<file path="src/rtl/mxint8_block_unpacker.sv">
// Accepts one MXINT8 block (elements + shared E8M0 scale) and streams the elements
// out one per cycle as scaled, saturated signed fixed-point values (LSB = 2^-6).
`ifndef BLOCK_SIZE
`define BLOCK_SIZE 32
`endif

module mxint8_block_unpacker #(
   parameter int BLOCK_SIZE = `BLOCK_SIZE,
   parameter int OUT_WIDTH  = 16
) (
   input  logic                          i_clk,
   input  logic                          i_rst,
   input  logic                          i_block_valid,
   output logic                          o_block_ready,
   input  logic [7:0]                    i_mxint8_elements [0:BLOCK_SIZE-1],
   input  logic [7:0]                    i_shared_scale,
   input  logic                          i_treat_unused_encode_as_zero,
   output logic                          o_elem_valid,
   input  logic                          i_elem_ready,
   output logic [OUT_WIDTH-1:0]          o_elem_value,
   output logic [$clog2(BLOCK_SIZE)-1:0] o_elem_index,
   output logic                          o_elem_last,
   output logic                          o_elem_nan
);

   localparam int IDX_W  = $clog2(BLOCK_SIZE);
   localparam int WIDE_W = OUT_WIDTH + 9;

   localparam logic [0:0] IDLE   = 1'b0;
   localparam logic [0:0] STREAM = 1'b1;

   localparam logic [IDX_W-1:0] LAST_IDX = IDX_W'(BLOCK_SIZE - 1);
   localparam logic [7:0]       SH_SAT   = 8'(OUT_WIDTH);

   localparam logic signed [OUT_WIDTH-1:0] OUT_MAX = {1'b0, {(OUT_WIDTH-1){1'b1}}};
   localparam logic signed [OUT_WIDTH-1:0] OUT_MIN = {1'b1, {(OUT_WIDTH-1){1'b0}}};
   localparam logic signed [WIDE_W-1:0] WIDE_MAX =
      {{(WIDE_W-OUT_WIDTH+1){1'b0}}, {(OUT_WIDTH-1){1'b1}}};
   localparam logic signed [WIDE_W-1:0] WIDE_MIN =
      {{(WIDE_W-OUT_WIDTH+1){1'b1}}, {(OUT_WIDTH-1){1'b0}}};

   logic [0:0]            r_state;
   logic [IDX_W-1:0]      r_index;
   logic [7:0]            r_elems [0:BLOCK_SIZE-1];
   logic [7:0]            r_scale;
   logic                  r_policy;
   logic                  r_block_ready;

   logic                  w_stream;
   logic [7:0]            w_cur;
   logic [OUT_WIDTH-1:0]  w_value;

   // Shifts with 2^(scale-127); large left shifts saturate before any wide shift is
   // attempted, so k up to 127 never overflows the intermediate.
   function automatic logic signed [OUT_WIDTH-1:0] decode_sat(
      input logic [7:0] e,
      input logic [7:0] scale,
      input logic       policy
   );
      logic signed [7:0]        ev;
      logic signed [7:0]        r8;
      logic signed [WIDE_W-1:0] wide;
      logic [7:0]               sh;
      decode_sat = {OUT_WIDTH{1'b0}};
      ev   = (e == 8'h80 && policy) ? 8'sd0 : $signed(e);
      r8   = 8'sd0;
      wide = {WIDE_W{1'b0}};
      sh   = 8'd0;
      if (scale == 8'hFF) begin
         decode_sat = {OUT_WIDTH{1'b0}};
      end else if (scale >= 8'd127) begin
         sh = scale - 8'd127;
         if (ev == 8'sd0) begin
            decode_sat = {OUT_WIDTH{1'b0}};
         end else if (sh >= SH_SAT) begin
            decode_sat = ev[7] ? OUT_MIN : OUT_MAX;
         end else begin
            wide = {{(WIDE_W-8){ev[7]}}, ev};
            wide = wide <<< sh;
            if (wide > WIDE_MAX)
               decode_sat = OUT_MAX;
            else if (wide < WIDE_MIN)
               decode_sat = OUT_MIN;
            else
               decode_sat = wide[OUT_WIDTH-1:0];
         end
      end else begin
         sh = 8'd127 - scale;
         if (sh >= 8'd8) begin
            decode_sat = ev[7] ? {OUT_WIDTH{1'b1}} : {OUT_WIDTH{1'b0}};
         end else begin
            r8 = ev >>> sh[2:0];
            decode_sat = {{(OUT_WIDTH-8){r8[7]}}, r8};
         end
      end
   endfunction

   assign w_stream = (r_state == STREAM);
   assign w_cur    = r_elems[r_index];
   assign w_value  = decode_sat(w_cur, r_scale, r_policy);

   // Element outputs depend only on the stored block and index, never on i_elem_ready.
   assign o_block_ready = r_block_ready;
   assign o_elem_valid  = w_stream;
   assign o_elem_value  = w_stream ? w_value : {OUT_WIDTH{1'b0}};
   assign o_elem_index  = w_stream ? r_index : {IDX_W{1'b0}};
   assign o_elem_last   = w_stream && (r_index == LAST_IDX);
   assign o_elem_nan    = w_stream && (r_scale == 8'hFF);

   always_ff @(posedge i_clk) begin
      if (i_rst) begin
         r_state       <= IDLE;
         r_index       <= {IDX_W{1'b0}};
         r_scale       <= 8'd0;
         r_policy      <= 1'b0;
         r_block_ready <= 1'b0;
         for (int i = 0; i < BLOCK_SIZE; i++)
            r_elems[i] <= 8'd0;
      end else begin
         case (r_state)
            IDLE: begin
               r_block_ready <= 1'b1;
               if (i_block_valid && r_block_ready) begin
                  for (int i = 0; i < BLOCK_SIZE; i++)
                     r_elems[i] <= i_mxint8_elements[i];
                  r_scale       <= i_shared_scale;
                  r_policy      <= i_treat_unused_encode_as_zero;
                  r_index       <= {IDX_W{1'b0}};
                  r_state       <= STREAM;
                  r_block_ready <= 1'b0;
               end
            end
            STREAM: begin
               if (i_elem_ready) begin
                  if (r_index == LAST_IDX) begin
                     r_state       <= IDLE;
                     r_index       <= {IDX_W{1'b0}};
                     r_block_ready <= 1'b1;
                  end else begin
                     r_index <= r_index + 1'b1;
                  end
               end
            end
            default: begin
               r_state       <= IDLE;
               r_block_ready <= 1'b0;
            end
         endcase
      end
   end

endmodule

</file>
<file path="config.mk">
export PLATFORM = sky130hd
export DESIGN_NAME = mxint8_block_unpacker
export DESIGN_NICKNAME = d
export VERILOG_FILES = /design/src/rtl/mxint8_block_unpacker.sv
export SDC_FILE = /design/constraint.sdc
export NUM_CORES = 1
export LEC_CHECK = 0
export ABC_AREA = 1
export BUFFER_PORTS_ARGS = -buffer_cell sky130_fd_sc_hd__buf_2
export CAP_MARGIN = 15
export CORE_MARGIN = 10
export CORE_UTILIZATION = 50
export DETAILED_ROUTE_END_ITERATION = 10
export PLACE_DENSITY = 0.76
export SLEW_MARGIN = 20
export SYNTH_ARGS = -nofsm -noshare
export SYNTH_HDL_FRONTEND = slang
export SYNTH_SLANG_ARGS = --single-unit
</file>
<file path="constraint.sdc">
create_clock -name i_clk -period 10 [get_ports i_clk]
set_input_delay 3 -clock i_clk [delete_from_list [all_inputs] [get_ports i_clk]]
set_output_delay 3 -clock i_clk [all_outputs]
set_load 0.01 [all_outputs]
</file>
# After elaboration in Yosys (flattened, before gate mapping)
# Memory sizes are Yosys's and may differ from the RTL's. A register that Yosys moved wholly into a read port is not among the register bits.
# Index checks and enable logic that the tools add are counted.
# classes
addsub	3
multipliers	0
div_mod_pow	0
n_lt_le_gt_ge	5
eq_ne	6
n_shift	2
mux	63
bitwise_logic	33
n_reduce_logical	8
# op_table
operator	count
$mux 8	33
$mux 16	10
$or 1x1->1	32
$mux 5	6
$gt 25x16->1 const B	1
$lt 25x16->1 const B	1
$sshl 8x8->25	1
$eq 8x8->1 const B	2
$mux 1	11
$pmux 5 s2	1
$ge 8x4->1 const B	1
$ge 8x5->1 const B	1
$ge 8x7->1 const B	1
$logic_not 8->1	1
$sshr 8x3->8	1
$sub 7x8->8 const A	1
$sub 8x7->8 const B	1
$reduce_and 2->1	3
$add 5x1->5 const B	1
$eq 5x5->1 const B	1
$logic_and 1x1->1	4
$ne 2x2->1 const B	2
$pmux 1 s2	2
$ne 2x1->1 const B	1
$not 1->1	1
# totals
reg_bits	16
latch_bits	0
mem_bits_rw	256
rom_bits	0
inputBits	269
output_inout_bits	25
elab_cells	126
n_memories	1
# memory_table
name	depth	width	rd	rd_ports_with_merged_regs	write_ports	line_no	text
r_elems	32	8	1	1	32	44	logic [7:0] r_elems [0:BLOCK_SIZE-1];

# Depth between registers and ports, before layout
# depth
word_depth	12
ltp_mapped	31
ltp_nobuf	29

# Least setup slack after synthesis
# OpenSTA, ideal clock, no wires.
# synth_timing
path_kind	input port to flip-flop
from	input i_rst
to	memory r_elems[0][0] (enable)
setup_time_ns	1.989
t_arrival_ns	7.577
slack_ns	0.434
cell_stages	3
path_buffers	1
path_cell_list	inv_1 -> clkbuf_1 -> nand2_1
# synth_lines
item	line_no	text
start, declared	12	input logic i_rst,
end, declared	44	

==> metrics.yaml <==
outcome:
  run_status: "finished clean"
synth:
  ys_async_sr_fraction_pct: 0
  synth_edf_count: 256
  ys_warn_count: 0
  synth.yosys.seq_area_share_pct: 55.2
  synth_area_sq_um: 14700
  synthesis.nets: 2117
  ys.flop_type: "edfxtp_1"
  ys_types: 34
  synth.avg_cell_area_sq_um: 7.96
  synth_seq_cells: 277
  syn_inst: 1845
timing:
  hold_violations: 0
  min_period_ns: 8.44
  finClkSkew_ns: 0.0227
  setup_viol: 0
  slew_headroom_pct: 31.1
  holdWs_ns: 0.478
  rsz0062_at_grt: "no"
  period_share_pct: 84.4
  final.setup.tns_ns: 0
  worstMarginPinSlew_ns: 1.03
  slew_violations: 0
  max_freq_mhz: 119
placement:
  numPortBuffers: 293
  dpl.hpwl_microns: 30100
  gp_congestion: 0.920
power_and_ir_drop:
  p_sw_share_pct: 24.8
  irDropWorstVdd_v: 0.000139
  power_frac_comb_pct: 11.8
  power_density_nw_per_um2: 166
  p_leak_uw: 0.00856
  pwr-share-seq_pct: 48.9
  power.internal_uw: 2150
  p_clk_share_pct: 39.3
  p_switching_uw: 707
hold_path:
  hp-class: "reg -> reg"
clock_tree:
  clockRootBuffer: "clkbuf_16"
  tritoncts: "built"
  cts_made_buffers: 28
  cts_setup_buffers: 0
  cts.repair.resized: 0
  ctsHoldBuffers: 0
  cts_buffer_depth: 3
  insertion_delay_ns: 0.57
  htree_levels: 1
  clock_sinks: 277
  cts.clk_slew.worst_paths_ns: 0.06
route:
  drt-total-wl_microns: 42600
  drc: 0
  routedWlPerCell_microns: 17.1
  drtPass1Iterations: 9
  ant_nets: 0
  drt_iter0_drc: 1091
  dr_total_vias: 12800
  via_per_inst: 5.15
floorplanning:
  core-area_sq_um: 28900
  initial_core_util_pct: 50.9
  die_area_sq_um: 36600
  die_w_microns: 191
  ios: 294
  die_y_microns: 191
  rows: 62
setup_path:
  crit_family: "simple AND/OR/NAND/NOR gates"
  worst_ep_arrival_time_ns: 5.44
  cp.required_ns: 7.00
  end_kind: "primary output"
  crit_fanout: 86
  critical_path.max_stage_delay_ns: 0.74
  critPathSlowestCell: "dfxtp_4"
  worstSetupPathType: "reg -> out"
  crit_path_frequent_cell: "nand2_1"
  worst_setup_path_start_kind: "register"
  path_buf_inv: 5
grt:
  grt_start_max_net_pins: 88
  grt_use_total_pct: 22.8
  grt_pass1_vias: 13100
  grt_pass1_wl_microns: 67500
  grt_overflow_total: 0
  antenna_found_initial: 0
layout:
  drive_above_1_share_pct: 17.4
  fill_cells: 2599
  area_growth_pct: 17.4
  nets: 2357
  diodes: 0
job:
  max-cap-violations: 0
per-stage QoR:
stage	cell area [sq um]	cells	utilization, %	power (uW)	setup WS (ns)
5_1_grt	17200	2490	59.7	2960	0.988
3_5_place_dp	16300	2439	56.3	1750	2.27
4_1_cts	17200	2490	59.7	2860	1.65
2_1_floorplan	14700	1845	-	1640	0.434
3_3_place_gp	16300	2439	56.3	1750	2.33
6_report	17200	2490	59.7	2850	1.56
power by group through the flow:
stage	Clock, uW	Combinational [uW]	Sequential, uW
2_1_floorplan	0	217	1430
3_3_place_gp	0	329	1420
3_5_place_dp	0	334	1420
4_1_cts	1130	336	1400
5_1_grt	1170	382	1400
6_report	1120	337	1400
placed cells by master, fill, tap and decap left out, types with 3 or more instances in the layout:
master     synthesis  routed
clkbuf_16          0      28
buf_4              6      10
nand2_2            3       3
bufinv_16          0       6
clkinv_1           3      12
nor2_1           298     298
clkbuf_1          35       4
nor3_1             5       5
a21oi_1           36      36
buf_2             33     292
nand3_1          256     256
o21ai_1            5       5
ha_1               3       3
nand4_1            7       7
edfxtp_1         256     256
dfxtp_1           21      18
inv_2              6       5
nand2_4            1       3
o21ai_0           35      35
nand2_1          483     481
inv_1            316     315
routing by layer:
layer | GRT usage [%] | routed length, microns | part of all wire, % | vias up
met4 | 7.48 | 1220 | 2.9 | 0
met2 | 39.2 | 21000 | 49 | 583
li1 | - | - | - | 6259
met5 | 0 | 0 | 0 | -
met1 | 27.7 | 16900 | 40 | 5907
met3 | 5.03 | 3490 | 8.2 | 81
synthesized netlist by cell type (2+ instances only):
cell type / instances / area (sq um)
edfxtp_1: 256 / 7690
nand2_2: 3 / 18.8
nor3_1: 5 / 25.0
o21ai_1: 5 / 25.0
a31oi_1: 2 / 12.5
nand2_1: 483 / 1810
o21ai_0: 35 / 175
buf_2: 33 / 165
o21ai_2: 2 / 17.5
nand4_1: 7 / 43.8
and3_1: 2 / 12.5
a21oi_1: 36 / 180
ha_1: 3 / 37.5
inv_1: 316 / 1190
nand3_2: 2 / 20.0
nor2_1: 298 / 1120
inv_2: 6 / 22.5
clkbuf_1: 35 / 131
buf_6: 9 / 101
buf_1: 10 / 37.5
clkinv_1: 3 / 11.3
dfxtp_1: 21 / 420
xor2_1: 2 / 17.5
nand3_1: 256 / 1280
buf_4: 6 / 45.0
flip-flops by register name, summed over array words and instances (netlist names), named ones only:
register,count
o_block_ready,1
o_elem_valid,1
r_elems,256
r_index,5
r_policy,1
r_scale,8
worst register-to-register path, cell delays in order, from the launching register on:
cell	delay, ns
dfxtp_1	0.58
inv_1	0.19
nand3_1	0.25
inv_1	0.24
nand2_4	0.52
buf_4	0.85
nor2_1	0.18
layout make-up:
cell class	count	area, sq um	area share [%]
clock buffer	32	716	4.15
clock inverter	19	269	1.56
inverter	325	1220	7.09
multi-input combinational	1150	4890	28.4
sequential	277	8110	47.1
tap	384	480	2.79
timing repair buffer	303	1550	8.98
path summary, 6_finish.rpt:
path / startpoint / end / slack (ns) / cells past startpoint
worst max-delay path: register / o_elem_value[11] / 1.56 / 27
worst min-delay path: o_block_ready / o_block_ready / 0.48 / 2
worst max register to register: o_elem_valid / r_elems[8][7] / 6.91 / 6
worst min register to register: o_block_ready / o_block_ready / 0.48 / 2
cells by family (layout without fill, tap and decap cells):
logic type | after synthesis | after routing | synth area share, %
buffers and inverters | 418 | 679 | 11.6
XOR/XNOR | 2 | 2 | 0.119
AND/OR/NAND/NOR | 1060 | 1060 | 29.7
AO/OA/AOI/OAI | 85 | 85 | 3.08
adder cells (fa/ha/maj) | 3 | 3 | 0.256
flip-flops | 277 | 277 | 55.2
Note: power is estimated with default switching activity, not from simulation.
